[src/rtl/rp2a03_alu_ctrl_pkg.sv]
// rtl/rp2a03_alu_ctrl_pkg.sv - shared op codes, states, flag indices and decimal constants
package rp2a03_pkg;

  typedef enum logic [3:0] {
    OP_ADC = 4'h0,
    OP_SBC = 4'h1,
    OP_CMP = 4'h2,
    OP_AND = 4'h3,
    OP_EOR = 4'h4,
    OP_ORA = 4'h5,
    OP_ASL = 4'h6,
    OP_LSR = 4'h7,
    OP_ROL = 4'h8,
    OP_ROR = 4'h9,
    OP_INC = 4'hA,
    OP_DEC = 4'hB,
    OP_BIT = 4'hC
  } alu_op_e;

  typedef enum logic [2:0] {
    S_IDLE = 3'd0,
    S_LOAD = 3'd1,
    S_EXEC = 3'd2,
    S_ADJ  = 3'd3,
    S_DONE = 3'd4
  } ctrl_state_e;

  // Bit positions inside the {N,Z,C,V} write mask
  localparam int FLAG_N = 3;
  localparam int FLAG_Z = 2;
  localparam int FLAG_C = 1;
  localparam int FLAG_V = 0;

  // One-hot ALU enables {SRS,ORS,EORS,ANDS,SUMS}
  localparam logic [4:0] EN_SUMS = 5'b00001;
  localparam logic [4:0] EN_ANDS = 5'b00010;
  localparam logic [4:0] EN_EORS = 5'b00100;
  localparam logic [4:0] EN_ORS  = 5'b01000;
  localparam logic [4:0] EN_SRS  = 5'b10000;

  localparam logic [7:0] DEC_ADC_LO   = 8'h06;
  localparam logic [7:0] DEC_ADC_HI   = 8'h60;
  localparam logic [7:0] DEC_ADC_BOTH = 8'h66;
  localparam logic [7:0] DEC_SBC_LO   = 8'hFA;
  localparam logic [7:0] DEC_SBC_HI   = 8'hA0;
  localparam logic [7:0] DEC_SBC_BOTH = 8'h9A;

  function automatic logic [3:0] op_flag_we(input logic [3:0] op);
    logic [3:0] m;
    m = 4'b0000;
    case (op)
      OP_ADC, OP_SBC:                         m = 4'b1111;
      OP_CMP, OP_ASL, OP_LSR, OP_ROL, OP_ROR: m = 4'b1110;
      OP_AND, OP_EOR, OP_ORA, OP_INC, OP_DEC: m = 4'b1100;
      OP_BIT:                                 m = 4'b1101;
      default:                                m = 4'b0000;
    endcase
    return m;
  endfunction

  function automatic logic op_result_we(input logic [3:0] op);
    return (op <= OP_BIT) && (op != OP_CMP) && (op != OP_BIT);
  endfunction

endpackage

[src/rtl/rp2a03_alu_ctrl_if.sv]
// rtl/rp2a03_alu_ctrl_if.sv - request/result bus between decoder and ALU sequencer
interface rp2a03_alu_ctrl_if #(
  parameter int OP_W = 4
);
  logic            start;
  logic [OP_W-1:0] op;
  logic [7:0]      a_in;
  logic [7:0]      operand;
  logic            c_in;
  logic            d_in;
  logic            busy;
  logic            done;
  logic [7:0]      result;
  logic            result_we;
  logic            n_out;
  logic            z_out;
  logic            c_out;
  logic            v_out;
  logic [3:0]      flag_we;

  modport master (
    output start, op, a_in, operand, c_in, d_in,
    input  busy, done, result, result_we, n_out, z_out, c_out, v_out, flag_we
  );

  modport slave (
    input  start, op, a_in, operand, c_in, d_in,
    output busy, done, result, result_we, n_out, z_out, c_out, v_out, flag_we
  );
endinterface

[src/rtl/rp2a03_alu_ctrl_alu.sv]
// rtl/rp2a03_alu_ctrl_alu.sv - combinational RP2A03 ALU: SUMS/ANDS/EORS/ORS/SRS
module RP2A03_ALU (
  input  logic [7:0] i_a,
  input  logic [7:0] i_b,
  input  logic       i_cin,
  input  logic       i_sums,
  input  logic       i_ands,
  input  logic       i_eors,
  input  logic       i_ors,
  input  logic       i_srs,
  output logic [7:0] o_out,
  output logic       o_carry,
  output logic       o_overflow,
  output logic       o_half_carry
);
  logic [8:0] w_sum;
  logic [4:0] w_lo;

  assign w_sum        = {1'b0, i_a} + {1'b0, i_b} + {8'h00, i_cin};
  assign w_lo         = {1'b0, i_a[3:0]} + {1'b0, i_b[3:0]} + {4'h0, i_cin};
  assign o_half_carry = w_lo[4];

  always_comb begin
    o_out      = 8'h00;
    o_carry    = 1'b0;
    o_overflow = 1'b0;
    if (i_sums) begin
      o_out      = w_sum[7:0];
      o_carry    = w_sum[8];
      o_overflow = (i_a[7] == i_b[7]) && (w_sum[7] != i_a[7]);
    end else if (i_ands) begin
      o_out = i_a & i_b;
    end else if (i_eors) begin
      o_out = i_a ^ i_b;
    end else if (i_ors) begin
      o_out = i_a | i_b;
    end else if (i_srs) begin
      o_out   = {1'b0, i_a[7:1]};
      o_carry = i_a[0];
    end
  end
endmodule

[src/rtl/rp2a03_alu_ctrl.sv]
// rtl/rp2a03_alu_ctrl.sv - ALU sequencer: LOAD/EXEC(/ADJ)/DONE around RP2A03_ALU
// Optional decimal mode: RP2A03_ALU_CTRL_DECIMAL_EN
module rp2a03_alu_ctrl #(
  parameter int OP_W = 4
) (
  input logic              clk,
  input logic              rst_n,
  rp2a03_alu_ctrl_if.slave bus
);
  import rp2a03_pkg::*;

  ctrl_state_e r_state;
  ctrl_state_e w_state_nxt;

  logic [OP_W-1:0] w_op_raw;
  logic [3:0]      r_op;
  logic [7:0]      r_a;
  logic [7:0]      r_operand;
  logic            r_cin;

  logic [7:0] r_alu_a;
  logic [7:0] r_alu_b;
  logic       r_alu_cin;
  logic [4:0] r_alu_en;

  logic [7:0] w_ld_a;
  logic [7:0] w_ld_b;
  logic       w_ld_cin;
  logic [4:0] w_ld_en;

  logic [7:0] w_alu_out;
  logic       w_alu_carry;
  logic       w_alu_ovf;
  logic       w_alu_hc;

  logic [7:0] r_result;
  logic       r_n, r_z, r_c, r_v;
  logic       r_done;
  logic       r_result_we;
  logic [3:0] r_flag_we;

  logic [7:0] w_fin_res;
  logic       w_fin_n, w_fin_z, w_fin_c, w_fin_v;
  logic       w_fin_we;
  logic [3:0] w_fin_fwe;

  logic w_accept;
  logic w_finish;
  logic w_dec;

  assign w_op_raw = bus.op;
  assign w_accept = bus.start && ((r_state == S_IDLE) || (r_state == S_DONE));
  assign w_finish = ((r_state == S_EXEC) || (r_state == S_ADJ)) && (w_state_nxt == S_DONE);

`ifdef RP2A03_ALU_CTRL_DECIMAL_EN
  logic       r_din;
  logic       r_dec_c;
  logic       r_dec_v;
  logic       w_adj_lo;
  logic       w_adj_hi;
  logic [7:0] w_corr;
  logic       w_corr_c;

  assign w_dec = r_din && ((r_op == OP_ADC) || (r_op == OP_SBC));

  // Correction from the binary EXEC pass: nibble carries for ADC, nibble borrows for SBC
  always_comb begin
    w_adj_lo = 1'b0;
    w_adj_hi = 1'b0;
    w_corr   = 8'h00;
    w_corr_c = w_alu_carry;
    if (r_op == OP_ADC) begin
      w_adj_lo = w_alu_hc || (w_alu_out[3:0] > 4'h9);
      w_adj_hi = w_alu_carry || (w_alu_out > 8'h99);
      w_corr   = (w_adj_lo && w_adj_hi) ? DEC_ADC_BOTH :
                 w_adj_hi ? DEC_ADC_HI : (w_adj_lo ? DEC_ADC_LO : 8'h00);
      w_corr_c = w_adj_hi;
    end else begin
      w_adj_lo = !w_alu_hc;
      w_adj_hi = !w_alu_carry;
      w_corr   = (w_adj_lo && w_adj_hi) ? DEC_SBC_BOTH :
                 w_adj_hi ? DEC_SBC_HI : (w_adj_lo ? DEC_SBC_LO : 8'h00);
      w_corr_c = w_alu_carry;
    end
  end
`else
  logic w_unused_hc;
  assign w_dec       = 1'b0;
  assign w_unused_hc = w_alu_hc;
`endif

  always_ff @(posedge clk or negedge rst_n) begin
    if (!rst_n) r_state <= S_IDLE;
    else        r_state <= w_state_nxt;
  end

  always_comb begin
    w_state_nxt = r_state;
    case (r_state)
      S_IDLE: if (bus.start) w_state_nxt = S_LOAD;
      S_LOAD: w_state_nxt = S_EXEC;
      S_EXEC: w_state_nxt = w_dec ? S_ADJ : S_DONE;
`ifdef RP2A03_ALU_CTRL_DECIMAL_EN
      S_ADJ:  w_state_nxt = S_DONE;
`endif
      S_DONE: w_state_nxt = bus.start ? S_LOAD : S_IDLE;
      default: w_state_nxt = S_IDLE;
    endcase
  end

  // Illegal ops pass a_in through ORS with B=0 so one enable is always active
  always_comb begin
    w_ld_a   = r_a;
    w_ld_b   = r_operand;
    w_ld_cin = 1'b0;
    w_ld_en  = EN_SUMS;
    case (r_op)
      OP_ADC: w_ld_cin = r_cin;
      OP_SBC: begin w_ld_b = ~r_operand; w_ld_cin = r_cin; end
      OP_CMP: begin w_ld_b = ~r_operand; w_ld_cin = 1'b1; end
      OP_AND: w_ld_en = EN_ANDS;
      OP_EOR: w_ld_en = EN_EORS;
      OP_ORA: w_ld_en = EN_ORS;
      OP_ASL: w_ld_a = r_operand;
      OP_ROL: begin w_ld_a = r_operand; w_ld_cin = r_cin; end
      OP_LSR, OP_ROR: begin w_ld_a = r_operand; w_ld_en = EN_SRS; end
      OP_INC: begin w_ld_a = r_operand; w_ld_b = 8'h01; end
      OP_DEC: begin w_ld_a = r_operand; w_ld_b = 8'hFF; end
      OP_BIT: w_ld_en = EN_ANDS;
      default: begin w_ld_b = 8'h00; w_ld_en = EN_ORS; end
    endcase
  end

  RP2A03_ALU u_alu (
    .i_a          (r_alu_a),
    .i_b          (r_alu_b),
    .i_cin        (r_alu_cin),
    .i_sums       (r_alu_en[0]),
    .i_ands       (r_alu_en[1]),
    .i_eors       (r_alu_en[2]),
    .i_ors        (r_alu_en[3]),
    .i_srs        (r_alu_en[4]),
    .o_out        (w_alu_out),
    .o_carry      (w_alu_carry),
    .o_overflow   (w_alu_ovf),
    .o_half_carry (w_alu_hc)
  );

  always_comb begin
    w_fin_res = w_alu_out;
    if (r_op == OP_ROR) w_fin_res[7] = r_cin;
    w_fin_n   = w_fin_res[7];
    w_fin_z   = (w_fin_res == 8'h00);
    w_fin_c   = w_alu_carry;
    w_fin_v   = w_alu_ovf;
    w_fin_we  = op_result_we(r_op);
    w_fin_fwe = op_flag_we(r_op);
    if (r_op == OP_BIT) begin
      w_fin_n = r_operand[7];
      w_fin_v = r_operand[6];
      w_fin_z = (w_alu_out == 8'h00);
    end
`ifdef RP2A03_ALU_CTRL_DECIMAL_EN
    if (r_state == S_ADJ) begin
      w_fin_c   = r_dec_c;
      w_fin_v   = r_dec_v;
      w_fin_we  = 1'b1;
      w_fin_fwe = 4'b1111;
    end
`endif
  end

  always_ff @(posedge clk or negedge rst_n) begin
    if (!rst_n) begin
      r_op        <= 4'h0;
      r_a         <= 8'h00;
      r_operand   <= 8'h00;
      r_cin       <= 1'b0;
      r_alu_a     <= 8'h00;
      r_alu_b     <= 8'h00;
      r_alu_cin   <= 1'b0;
      r_alu_en    <= 5'b00000;
      r_result    <= 8'h00;
      r_n         <= 1'b0;
      r_z         <= 1'b0;
      r_c         <= 1'b0;
      r_v         <= 1'b0;
      r_done      <= 1'b0;
      r_result_we <= 1'b0;
      r_flag_we   <= 4'b0000;
`ifdef RP2A03_ALU_CTRL_DECIMAL_EN
      r_din       <= 1'b0;
      r_dec_c     <= 1'b0;
      r_dec_v     <= 1'b0;
`endif
    end else begin
      r_done      <= 1'b0;
      r_result_we <= 1'b0;
      r_flag_we   <= 4'b0000;
      if (w_accept) begin
        r_op      <= w_op_raw[3:0];
        r_a       <= bus.a_in;
        r_operand <= bus.operand;
        r_cin     <= bus.c_in;
`ifdef RP2A03_ALU_CTRL_DECIMAL_EN
        r_din     <= bus.d_in;
`endif
      end
      if (r_state == S_LOAD) begin
        r_alu_a   <= w_ld_a;
        r_alu_b   <= w_ld_b;
        r_alu_cin <= w_ld_cin;
        r_alu_en  <= w_ld_en;
      end
`ifdef RP2A03_ALU_CTRL_DECIMAL_EN
      // Second SUMS pass adds the correction to the binary result
      if ((r_state == S_EXEC) && w_dec) begin
        r_alu_a   <= w_alu_out;
        r_alu_b   <= w_corr;
        r_alu_cin <= 1'b0;
        r_alu_en  <= EN_SUMS;
        r_dec_c   <= w_corr_c;
        r_dec_v   <= w_alu_ovf;
      end
`endif
      if (w_finish) begin
        r_result    <= w_fin_res;
        r_n         <= w_fin_n;
        r_z         <= w_fin_z;
        r_c         <= w_fin_c;
        r_v         <= w_fin_v;
        r_done      <= 1'b1;
        r_result_we <= w_fin_we;
        r_flag_we   <= w_fin_fwe;
      end
    end
  end

  assign bus.busy      = (r_state == S_LOAD) || (r_state == S_EXEC) || (r_state == S_ADJ);
  assign bus.done      = r_done;
  assign bus.result    = r_result;
  assign bus.result_we = r_result_we;
  assign bus.n_out     = r_n;
  assign bus.z_out     = r_z;
  assign bus.c_out     = r_c;
  assign bus.v_out     = r_v;
  assign bus.flag_we   = r_flag_we;
endmodule

[src/flat_wrapper.sv]
// flat-port wrapper written by rule: the top's interface ports become plain ports
module rp2a03_alu_ctrl_flat import rp2a03_pkg::*;
#(
  parameter int OP_W = 4
)
  (clk, rst_n, bus_start, bus_op, bus_a_in, bus_operand, bus_c_in, bus_d_in, bus_busy, bus_done, bus_result, bus_result_we, bus_n_out, bus_z_out, bus_c_out, bus_v_out, bus_flag_we);
  rp2a03_alu_ctrl_if #(.OP_W(OP_W)) bus_i ();
  input logic clk;
  input logic rst_n;
  input wire logic [$bits(bus_i.start)-1:0] bus_start;
  input wire logic [$bits(bus_i.op)-1:0] bus_op;
  input wire logic [$bits(bus_i.a_in)-1:0] bus_a_in;
  input wire logic [$bits(bus_i.operand)-1:0] bus_operand;
  input wire logic [$bits(bus_i.c_in)-1:0] bus_c_in;
  input wire logic [$bits(bus_i.d_in)-1:0] bus_d_in;
  output wire logic [$bits(bus_i.busy)-1:0] bus_busy;
  output wire logic [$bits(bus_i.done)-1:0] bus_done;
  output wire logic [$bits(bus_i.result)-1:0] bus_result;
  output wire logic [$bits(bus_i.result_we)-1:0] bus_result_we;
  output wire logic [$bits(bus_i.n_out)-1:0] bus_n_out;
  output wire logic [$bits(bus_i.z_out)-1:0] bus_z_out;
  output wire logic [$bits(bus_i.c_out)-1:0] bus_c_out;
  output wire logic [$bits(bus_i.v_out)-1:0] bus_v_out;
  output wire logic [$bits(bus_i.flag_we)-1:0] bus_flag_we;
  assign bus_i.start = bus_start;
  assign bus_i.op = bus_op;
  assign bus_i.a_in = bus_a_in;
  assign bus_i.operand = bus_operand;
  assign bus_i.c_in = bus_c_in;
  assign bus_i.d_in = bus_d_in;
  assign bus_busy = bus_i.busy;
  assign bus_done = bus_i.done;
  assign bus_result = bus_i.result;
  assign bus_result_we = bus_i.result_we;
  assign bus_n_out = bus_i.n_out;
  assign bus_z_out = bus_i.z_out;
  assign bus_c_out = bus_i.c_out;
  assign bus_v_out = bus_i.v_out;
  assign bus_flag_we = bus_i.flag_we;
  rp2a03_alu_ctrl #(.OP_W(OP_W)) u_core (.clk(clk), .rst_n(rst_n), .bus(bus_i));
endmodule
[config.mk]
export PLATFORM = sky130hd
export DESIGN_NAME = rp2a03_alu_ctrl_flat
export DESIGN_NICKNAME = d
export VERILOG_FILES = /design/src/rtl/rp2a03_alu_ctrl_pkg.sv /design/src/rtl/rp2a03_alu_ctrl_if.sv /design/src/rtl/rp2a03_alu_ctrl_alu.sv /design/src/rtl/rp2a03_alu_ctrl.sv /design/src/flat_wrapper.sv
export SDC_FILE = /design/constraint.sdc
export NUM_CORES = 1
export LEC_CHECK = 0
export CORE_MARGIN = 4
export CORE_UTILIZATION = 30
export DETAILED_ROUTE_END_ITERATION = 8
export SETUP_SLACK_MARGIN = 0.3
export SLEW_MARGIN = 40
export SYNTH_ARGS = -nofsm -noshare
export SYNTH_HDL_FRONTEND = slang
export SYNTH_SLANG_ARGS = --single-unit
[constraint.sdc]
create_clock -name clk -period 4.5 [get_ports clk]
set_clock_uncertainty 0.1 [all_clocks]
set_input_delay 0.9 -clock clk [delete_from_list [all_inputs] [get_ports clk]]
set_output_delay 0.9 -clock clk [all_outputs]
set_load 0.01 [all_outputs]
==> results of run 1 <==
==> cells by family after synthesis <==
kind of cell	Yosys count	synth area share
AO/OA/AOI/OAI	114	0.187
AND/OR/NAND/NOR	113	0.140
flip-flops	63	0.414
buffers and inverters	55	0.0568
multiplexers	45	0.126
adder cells (fa/ha/maj)	18	0.0631
XOR/XNOR	6	0.0138
==> power groups by stage <==
stage | registers [mW] | clock network [mW] | logic, mW
5_1_grt | 1.20 | 0.870 | 1.77
3_5_place_dp | 1.16 | 0 | 1.55
4_1_cts | 1.15 | 0.847 | 1.57
6_report | 1.15 | 0.830 | 1.56
3_3_place_gp | 1.15 | 0 | 1.51
2_1_floorplan | 0.966 | 0 | 1.29
==> final timing paths <==
path,start,to,slack (ns),depth (start not counted)
min in group asynchronous,rst_n,u_core.bus.result[1],0.49,1
min reg2reg,u_core.bus.result[7],u_core.bus.result[7],0.38,2
max,u_core.r_alu_a[0],u_core.bus.z_out,1.76,8
min,u_core.bus.result[7],u_core.bus.result[7],0.38,2
max reg2reg,u_core.r_alu_a[0],u_core.bus.z_out,1.76,8
max in group asynchronous,rst_n,u_core.bus.c_out,2.91,2
==> cells in the final DEF (no fill, tap or decap), types with 7 or more instances in the layout <==
master            n
nor2_1           27
o21ai_1          10
o211ai_1          9
a21oi_1          25
mux2_2           22
a31oi_1           7
nand2_1          47
clkbuf_16         9
dfrtp_1          63
o21ai_0          31
inv_1            20
mux2i_1          22
ha_1             16
clkdlybuf4s50_1  41
nor2b_1          12
==> routing by layer <==
| layer | up-vias | wire (um) | GRT usage |
|---|---|---|---|
| met5 | - | 0 | 0 |
| met4 | 0 | 220 | 0.0630 |
| li1 | 1493 | - | - |
| met2 | 69 | 4350 | 0.219 |
| met1 | 1460 | 4240 | 0.170 |
| met3 | 15 | 495 | 0.0398 |
==> critical path: stages (launching register included) <==
cell and delay [ns]:
dfrtp_1 0.46, fa_1 0.46, fa_1 0.50, a31o_1 0.24, xor2_1 0.14, a2bb2oi_1 0.22, nor2_1 0.07, and4_1 0.21
a32o_1 0.24
==> registers in the layout, indices dropped and copies added, names as in the netlist, 3 cells and up <==
signal / flops
u_core.bus.result: 8
u_core.r_a: 8
u_core.r_alu_a: 8
u_core.r_alu_b: 8
u_core.r_operand: 8
u_core.r_alu_en: 5
u_core.r_op: 4
u_core.bus.flag_we: 3
u_core.r_state: 3
==> layout make-up <==
type | instances | area, um2
Clock inverter | 6 | 115
Multi-Input combinational cell | 296 | 2020
Fill cell | 1271 | 7550
Clock buffer | 10 | 239
Sequential cell | 63 | 1580
Tap cell | 168 | 210
Timing Repair Buffer | 43 | 423
Inverter | 23 | 86.3
==> stage by stage <==
step,instance area (um2),cells
6_report,4670,609
3_5_place_dp,4310,593
3_3_place_gp,4310,593
4_1_cts,4670,609
5_1_grt,4670,609
2_1_floorplan,3810,414
==> results.json, run 1 <==
{
  "status": "complete, no violations",
  "cts_tree": "yes",
  "pwr-share-seq": 0.325,
  "syn_area_mm2": 0.00381,
  "worstMarginPinSlew_ns": 0.800,
  "gr-total-overflow": 0,
  "period_share": 0.609,
  "grt_usage": 0.137,
  "io_pins": 44,
  "dp_hpwl_um": 6410,
  "path_class": "register to register",
  "crit_arrival_ns": 2.86,
  "crit_required_ns": 4.62,
  "cts_buffers": 9,
  "clk_latency_ns": 0.33,
  "wl_um": 9310,
  "cts.path.max_buffers": 2,
  "finalHoldViolCount": 0,
  "cts_sinks": 63,
  "final_net_count": 479,
  "area_growth_syn_to_layout_pct": 22.5,
  "hold_ws_ns": 0.380,
  "drive_gt1_frac": 0.109,
  "root_buffer": "clkbuf_16",
  "rsz0062_at_grt": "no",
  "cts_setup_buffers": 0,
  "yosysWarnings": 0,
  "cp-end-kind": "register",
  "period_needed_ns": 2.74,
  "drc": 0,
  "p_per_area_mw_per_mm2": 758,
  "cts_resized": 0,
  "synth_area_leaders": "dfrtp_1 (41%), mux2_2 (6.5%), mux2i_1 (5.8%)",
  "comb_power_share": 0.440,
  "vdd_drop_max_uv": 234,
  "synth.most_common_cell": "dfrtp_1",
  "gp_congestion": 0.783,
  "ys_async_sr_fraction": 1.00,
  "holdBufCountCts": 0,
  "synth_top_cell_by_area": "dfrtp_1",
  "synth_edf_count": 0,
  "fin_util": 0.382,
  "syn_avg_cell_area_um2": 9.20,
  "clk_pin_slew_ns": 0.06,
  "ys_seq_area_frac": 0.414,
  "portBuffers": 42,
  "setup_viol": 0,
  "start_util": 0.312,
  "dpl_worst_slack_ns": 1.77,
  "internal_power_mw": 2.11,
  "die_y_um": 121,
  "synth_ff_type": "dfrtp_1",
  "detailroute.via_count": 3037,
  "grt_pass1_wl_um": 15700,
  "synth_top_area_frac": 0.414,
  "htreeDepth": 3,
  "slew-limit-headroom": 0.466,
  "hold_path.class": "register to register",
  "power_frac_clock": 0.235,
  "viasPerCell": 4.99,
  "dr.pass1.iters": 4,
  "critPathLaunchType": "register",
  "die_w_um": 121,
  "grt_max_degree": 36,
  "tns_ns": 0,
  "path_max_fanout": 5,
  "dieArea_mm2": 0.0146,
  "antenna_found_initial": 0,
  "drtAntennaViolNets": 0,
  "p_total_mw": 3.54,
  "finalWorstSetupSlack_ns": 1.76,
  "ys_ff_latch": 63,
  "switching_share": 0.404,
  "core-area_mm2": 0.0122,
  "synthTopCellsByCount": "dfrtp_1 (63), nand2_1 (47), o21ai_0 (31)",
  "diodes": 0,
  "p_sw_mw": 1.43,
  "synthesis.nets": 457,
  "p_leak_nw": 2.03,
  "ys_types": 56,
  "maxSlewViolCount": 0,
  "wl_per_cell_um": 15.3,
  "max-cap-violations": 0,
  "syn_inst": 414,
  "rows": 40,
  "drt_iter0_markers": 202,
  "grt_pass1_vias": 3118,
  "max_freq_ghz": 0.365
}
(Power assumes the default switching activity.)
==> inputs of run 2 (changes only) <==
==> constraint.sdc (replaced) <==
create_clock -name clk -period 2.3 [get_ports clk]
set_clock_uncertainty 0.1 [all_clocks]
set_input_delay 0.46 -clock clk [delete_from_list [all_inputs] [get_ports clk]]
set_output_delay 0.46 -clock clk [all_outputs]
set_load 0.01 [all_outputs]
==> run 2 against run 1 <==
  * The run now ends with negative setup slack left
  * Combinational power increased to 2.6 times the previous value
  * Count of clock-buffer cells in the layout did not move
  * Routed wire length increased by 1.4%
  * Highest routed layer unchanged
==> results.json, run 2 (synthesized netlist as in run 1, its figures left out) <==
{
  "critPathLaunchType": "register",
  "worstMarginPinSlew_ns": 0.513,
  "rsz0062_at_grt": "yes",
  "dieArea_mm2": 0.0146,
  "path_class": "register to register",
  "hold_path.class": "input port to asynchronous set/reset pin",
  "maxSlewViolCount": 0,
  "comb_power_share": 0.527,
  "gr-total-overflow": 0,
  "diodes": 0,
  "final_area_mm2": 0.00499,
  "clk_pin_slew_ns": 0.06,
  "clk_latency_ns": 0.33,
  "cts_tree": "yes",
  "mostFrequentLayoutCell": "dfrtp_1",
  "root_buffer": "clkbuf_16",
  "finalHoldViolCount": 0,
  "setup_viol": 5,
  "die_w_um": 121,
  "p_per_area_mw_per_mm2": 1510,
  "crit_required_ns": 2.42,
  "rows": 40,
  "violations": "negative setup slack",
  "start_util": 0.312,
  "cts_buffers": 9,
  "pwr-share-seq": 0.274,
  "antenna_found_initial": 0,
  "switching_share": 0.401,
  "period_needed_ns": 2.49,
  "slowest_stage": "fa_2",
  "p_sw_mw": 3.02,
  "portBuffers": 42,
  "max_freq_ghz": 0.402,
  "cp-end-kind": "register",
  "vdd_drop_max_uv": 505,
  "dp_hpwl_um": 6780,
  "area_growth_syn_to_layout_pct": 31.0,
  "grt_pass1_vias": 3244,
  "slew-limit-headroom": 0.658,
  "finalWorstSetupSlack_ns": -0.187,
  "place_area_mm2": 0.00455,
  "p_total_mw": 7.54,
  "die_y_um": 121,
  "cts_sinks": 63,
  "core-area_mm2": 0.0122,
  "status": "finished, violations left",
  "wl_per_cell_um": 14.8,
  "final_net_count": 509,
  "wl_um": 9440,
  "power_frac_clock": 0.199,
  "holdBufCountCts": 0,
  "p_leak_nw": 2.18,
  "dr.pass1.iters": 4,
  "path_max_fanout": 2,
  "period_share": 1.08,
  "viasPerCell": 4.90,
  "gp_congestion": 0.874,
  "grt_max_degree": 64,
  "drtAntennaViolNets": 0,
  "io_pins": 44,
  "slowest_delay_ns": 0.42,
  "grt_pass1_wl_um": 15800,
  "final_cell_mix": "dfrtp_1 (62), nand2_1 (46), clkdlybuf4s50_1 (41)",
  "drive_gt1_frac": 0.193,
  "cts.path.max_buffers": 2,
  "tns_ns": -0.602,
  "path_common_cell": "fa_2",
  "fin_util": 0.409,
  "detailroute.via_count": 3128,
  "crit_arrival_ns": 2.61,
  "internal_power_mw": 4.52,
  "max-cap-violations": 0,
  "worstPathCellList": "fa_2 > fa_2 > a31o_1 > xor2_1 > a2bb2oi_2 > nor2_1 > and4_1 > a32o_1",
  "drc": 0,
  "drt_iter0_markers": 174,
  "htreeDepth": 3,
  "grt_usage": 0.136
}
## run 2: changes by cell type in the layout (fill, tap and decap cells not counted), sizes merged
cell / change
clkinvlp: +1
buf: +30
bufinv: -1
## run 2: power groups by stage
stage               combinational (mW)  clock, mW  sequential, mW
finish                            3.98       1.50            2.06
global route                      4.39       1.58            2.15
CTS                               3.77       1.53            2.07
detailed placement                3.62          0            2.09
global placement                  3.50          0            2.07
floorplan                         2.57          0            1.90
## run 2: final timing paths
kind | start | endpoint | slack [ns] | depth (start not counted)
max in group asynchronous | rst_n | u_core.r_op[1] | 1.77 | 2
worst max-delay path | u_core.r_alu_b[0] | u_core.bus.z_out | -0.19 | 8
worst max register to register | u_core.r_alu_b[0] | u_core.bus.z_out | -0.19 | 8
worst min-delay path | rst_n | u_core.bus.result[4] | 0.04 | 2
worst min register to register | u_core.bus.result[3] | u_core.bus.result[3] | 0.38 | 2
min in group clk | u_core.bus.result[3] | u_core.bus.result[3] | 0.38 | 2
## run 2: layer usage
layer / track usage / wire, um / vias up
li1: - / - / 1541
met1: 0.172 / 4480 / 1512
met2: 0.225 / 4450 / 59
met3: 0.0355 / 349 / 16
met4: 0.0467 / 164 / 0
met5: 0 / 0 / -
## run 2: cell type report
class,count,area (um2)
multi-input cells,296,2100
fillers,1245,7220
clock inverters,6,92.6
flip-flops and latches,63,1580
well taps,168,210
inverters,23,86.3
repair buffers,73,684
clock buffers,10,239
## run 2: what timing repair did
action | 4_1_cts | 5_1_grt
cloned | 0 | 0
resized for setup | 7 | 11
setup endpoints to repair | 9 | 25
endpoints found under the hold margin | 0 | 0
setup buffers | 2 | 4
pin swaps | 3 | 6
## run 2: worst max-delay path: cells and delay by family, from the launching register on
family                     cells  cell delay (ns)
xor gates and xnor gates       1             0.17
and+or+nand+nor                2             0.26
adders and majority gates      2             0.80
DFF                            1             0.40
AOI/OAI and AO/OA              3             0.64
## run 2: stage by stage
step           std cells  hold WS, ns  setup slack, ns
2_1_floorplan        414       0.0644          -0.0458
3_3_place_gp         617        0.359           -0.129
3_5_place_dp         617        0.371           -0.190
4_1_cts              635       0.0484           -0.170
5_1_grt              639       0.0606           -0.251
6_report             639       0.0372           -0.187
==> inputs of run 3 (changes only) <==
--- a/config.mk
+++ b/config.mk
@@ -8,7 +8,6 @@
 export CORE_MARGIN = 4
 export CORE_UTILIZATION = 30
 export DETAILED_ROUTE_END_ITERATION = 8
-export SETUP_SLACK_MARGIN = 0.3
 export SLEW_MARGIN = 40
 export SYNTH_ARGS = -nofsm -noshare
 export SYNTH_HDL_FRONTEND = slang
==> run 3 against run 2 <==
  * The flow still finishes with violations (negative setup slack)
  * Global-route usage barely moved
  * Cell count fell by 0.47%
  * Largest cell class unchanged
  * Sequential share of layout area rose by 0.43 points
  * Register-to-register slack improved by 0.02 ns
  * Maximum frequency rose by 0.74%
  * Largest power group unchanged
  * Highest routed layer unchanged
  * Critical endpoint unchanged
  * Die area did not move
  * Utilization fell by 0.57 points
  * Clock power barely moved
==> results.json, run 3 (synthesized netlist as in run 1, its figures left out) <==
{
  "comb_power_share": 0.507,
  "rsz0062_at_grt": "yes",
  "critPathBufInv": 0,
  "setup_viol": 4,
  "max-cap-violations": 0,
  "worstMarginPinSlew_ns": 0.521,
  "final_cell_mix": "dfrtp_1 (63), nand2_1 (47), clkdlybuf4s50_1 (41)",
  "antenna_found_initial": 0,
  "wl_met1_um": 4450,
  "drc": 0,
  "drt_iter0_markers": 184,
  "internal_power_mw": 4.38,
  "grt_usage": 0.136,
  "gr-total-overflow": 0,
  "core-area_mm2": 0.0122,
  "dr_wl_met3_um": 382,
  "p_leak_nw": 2.15,
  "final_net_count": 506,
  "die_w_um": 121,
  "dieArea_mm2": 0.0146,
  "p_total_mw": 7.35,
  "area_growth_syn_to_layout_pct": 29.2,
  "period_share": 1.07,
  "critical_path_depth": 8,
  "period_needed_ns": 2.47,
  "hold_path.class": "input port to asynchronous set/reset pin",
  "cts_sinks": 63,
  "clk_pin_slew_ns": 0.06,
  "die_y_um": 121,
  "detailroute.via_count": 3136,
  "clk_latency_ns": 0.33,
  "start_util": 0.312,
  "gp_congestion": 0.829,
  "crit_required_ns": 2.41,
  "dr.pass1.iters": 4,
  "tns_ns": -0.493,
  "rows": 40,
  "hold_ws_ns": 0.0393,
  "wl_um": 9620,
  "cts_tree": "yes",
  "grt_pass1_vias": 3161,
  "violations": "negative setup slack",
  "crit_arrival_ns": 2.58,
  "holdBufCountCts": 0,
  "placed_cells": 618,
  "layoutNonFillerInstCount": 636,
  "highest_layer": "met4",
  "p_sw_mw": 2.97,
  "crit_family": "compound AO/OA/AOI/OAI gates",
  "status": "finished, violations left",
  "pwr-share-seq": 0.286,
  "dp_hpwl_um": 6790,
  "cp-end-kind": "register",
  "slew-limit-headroom": 0.652,
  "grt_pass1_wl_um": 15900,
  "worstPathCellList": "fa_2 > fa_2 > a31o_1 > a21o_1 > a21o_1 > xor2_1 > mux2i_1 > a32o_1",
  "cts_buffers": 9,
  "drtAntennaViolNets": 0,
  "viasPerCell": 4.93,
  "switching_share": 0.404,
  "p_per_area_mw_per_mm2": 1490,
  "cts.path.max_buffers": 2,
  "root_buffer": "clkbuf_16",
  "wl_met2_um": 4690,
  "drive_gt1_frac": 0.177,
  "slowest_delay_ns": 0.42,
  "path_class": "register to register",
  "finalHoldViolCount": 0,
  "vdd_drop_max_uv": 538,
  "critPathLaunchType": "register",
  "maxSlewViolCount": 0,
  "htreeDepth": 3,
  "wl_per_cell_um": 15.1,
  "mostFrequentLayoutCell": "dfrtp_1",
  "power_frac_clock": 0.206,
  "diodes": 0,
  "slowest_stage": "fa_2",
  "reg2reg_depth": 8,
  "portBuffers": 42,
  "grt_max_degree": 64,
  "io_pins": 44,
  "max_freq_ghz": 0.405,
  "finalWorstSetupSlack_ns": -0.169,
  "path_max_fanout": 2
}
==> run 3: changes by cell type in the layout (fill, tap and decap cells not counted), moves of 2 or more <==
cell	change
o21ai_1	-2
a21oi_2	-2
buf_6	-2
o21ai_0	+2
a21oi_1	+2
==> run 3: metrics by stage <==
step                      cell area, um2  setup WS, ns   util
after floorplan                     3810       -0.0485      -
after global placement              4530        -0.132  0.371
after detailed placement            4530        -0.148  0.371
after CTS                           4870        -0.165  0.399
after global routing                4920        -0.267  0.403
final                               4920        -0.169  0.403
==> run 3: path summary, 6_finish.rpt <==
| path | to | slack (ns) | from |
|---|---|---|---|
| max | u_core.bus.z_out | -0.17 | u_core.r_alu_b[0] |
| min | u_core.bus.result[4] | 0.04 | rst_n |
| max reg2reg | u_core.bus.z_out | -0.17 | u_core.r_alu_b[0] |
| min in group clk | u_core.bus.result[3] | 0.38 | u_core.bus.result[3] |
| max in group asynchronous | u_core.bus.result[5] | 1.79 | rst_n |
| min reg2reg | u_core.bus.result[3] | 0.38 | u_core.bus.result[3] |
==> run 3: per-layer routing <==
layer	track usage	up-vias
li1	-	1539
met1	0.179	1512
met2	0.227	76
met3	0.0313	9
met4	0.0347	0
met5	0	-
==> run 3: area by class of cell <==
| cell class | instances | area (um2) |
|---|---|---|
| Fill cell | 1223 | 7290 |
| Inverter | 23 | 86.3 |
| Multi-Input combinational cell | 296 | 2060 |
| Sequential cell | 63 | 1580 |
| Clock inverter | 6 | 92.6 |
| Clock buffer | 10 | 239 |
| Timing Repair Buffer | 70 | 654 |
| Tap cell | 168 | 210 |
==> run 3: worst register-to-register path, delay by kind of cell (launching register included) <==
| family | cells | cell delay (ns) |
|---|---|---|
| compound gates | 4 | 0.83 |
| fa+ha+maj | 2 | 0.80 |
| flops | 1 | 0.40 |
| xor+xnor | 1 | 0.13 |
| mux | 1 | 0.10 |
==> run 3: repair_timing <==
action                     CTS  global route
gates resized for setup      2             7
setup endpoints to repair    4             6
pin swaps                    3            12
setup buffers                0             2
==> run 3: power groups by stage <==
| stage | logic, mW | registers (mW) | clock network [mW] |
|---|---|---|---|
| floorplan | 2.52 | 1.89 | 0 |
| global placement | 3.44 | 2.09 | 0 |
| detailed placement | 3.55 | 2.12 | 0 |
| CTS | 3.62 | 2.10 | 1.55 |
| global route | 4.16 | 2.18 | 1.61 |
| finish | 3.73 | 2.11 | 1.52 |
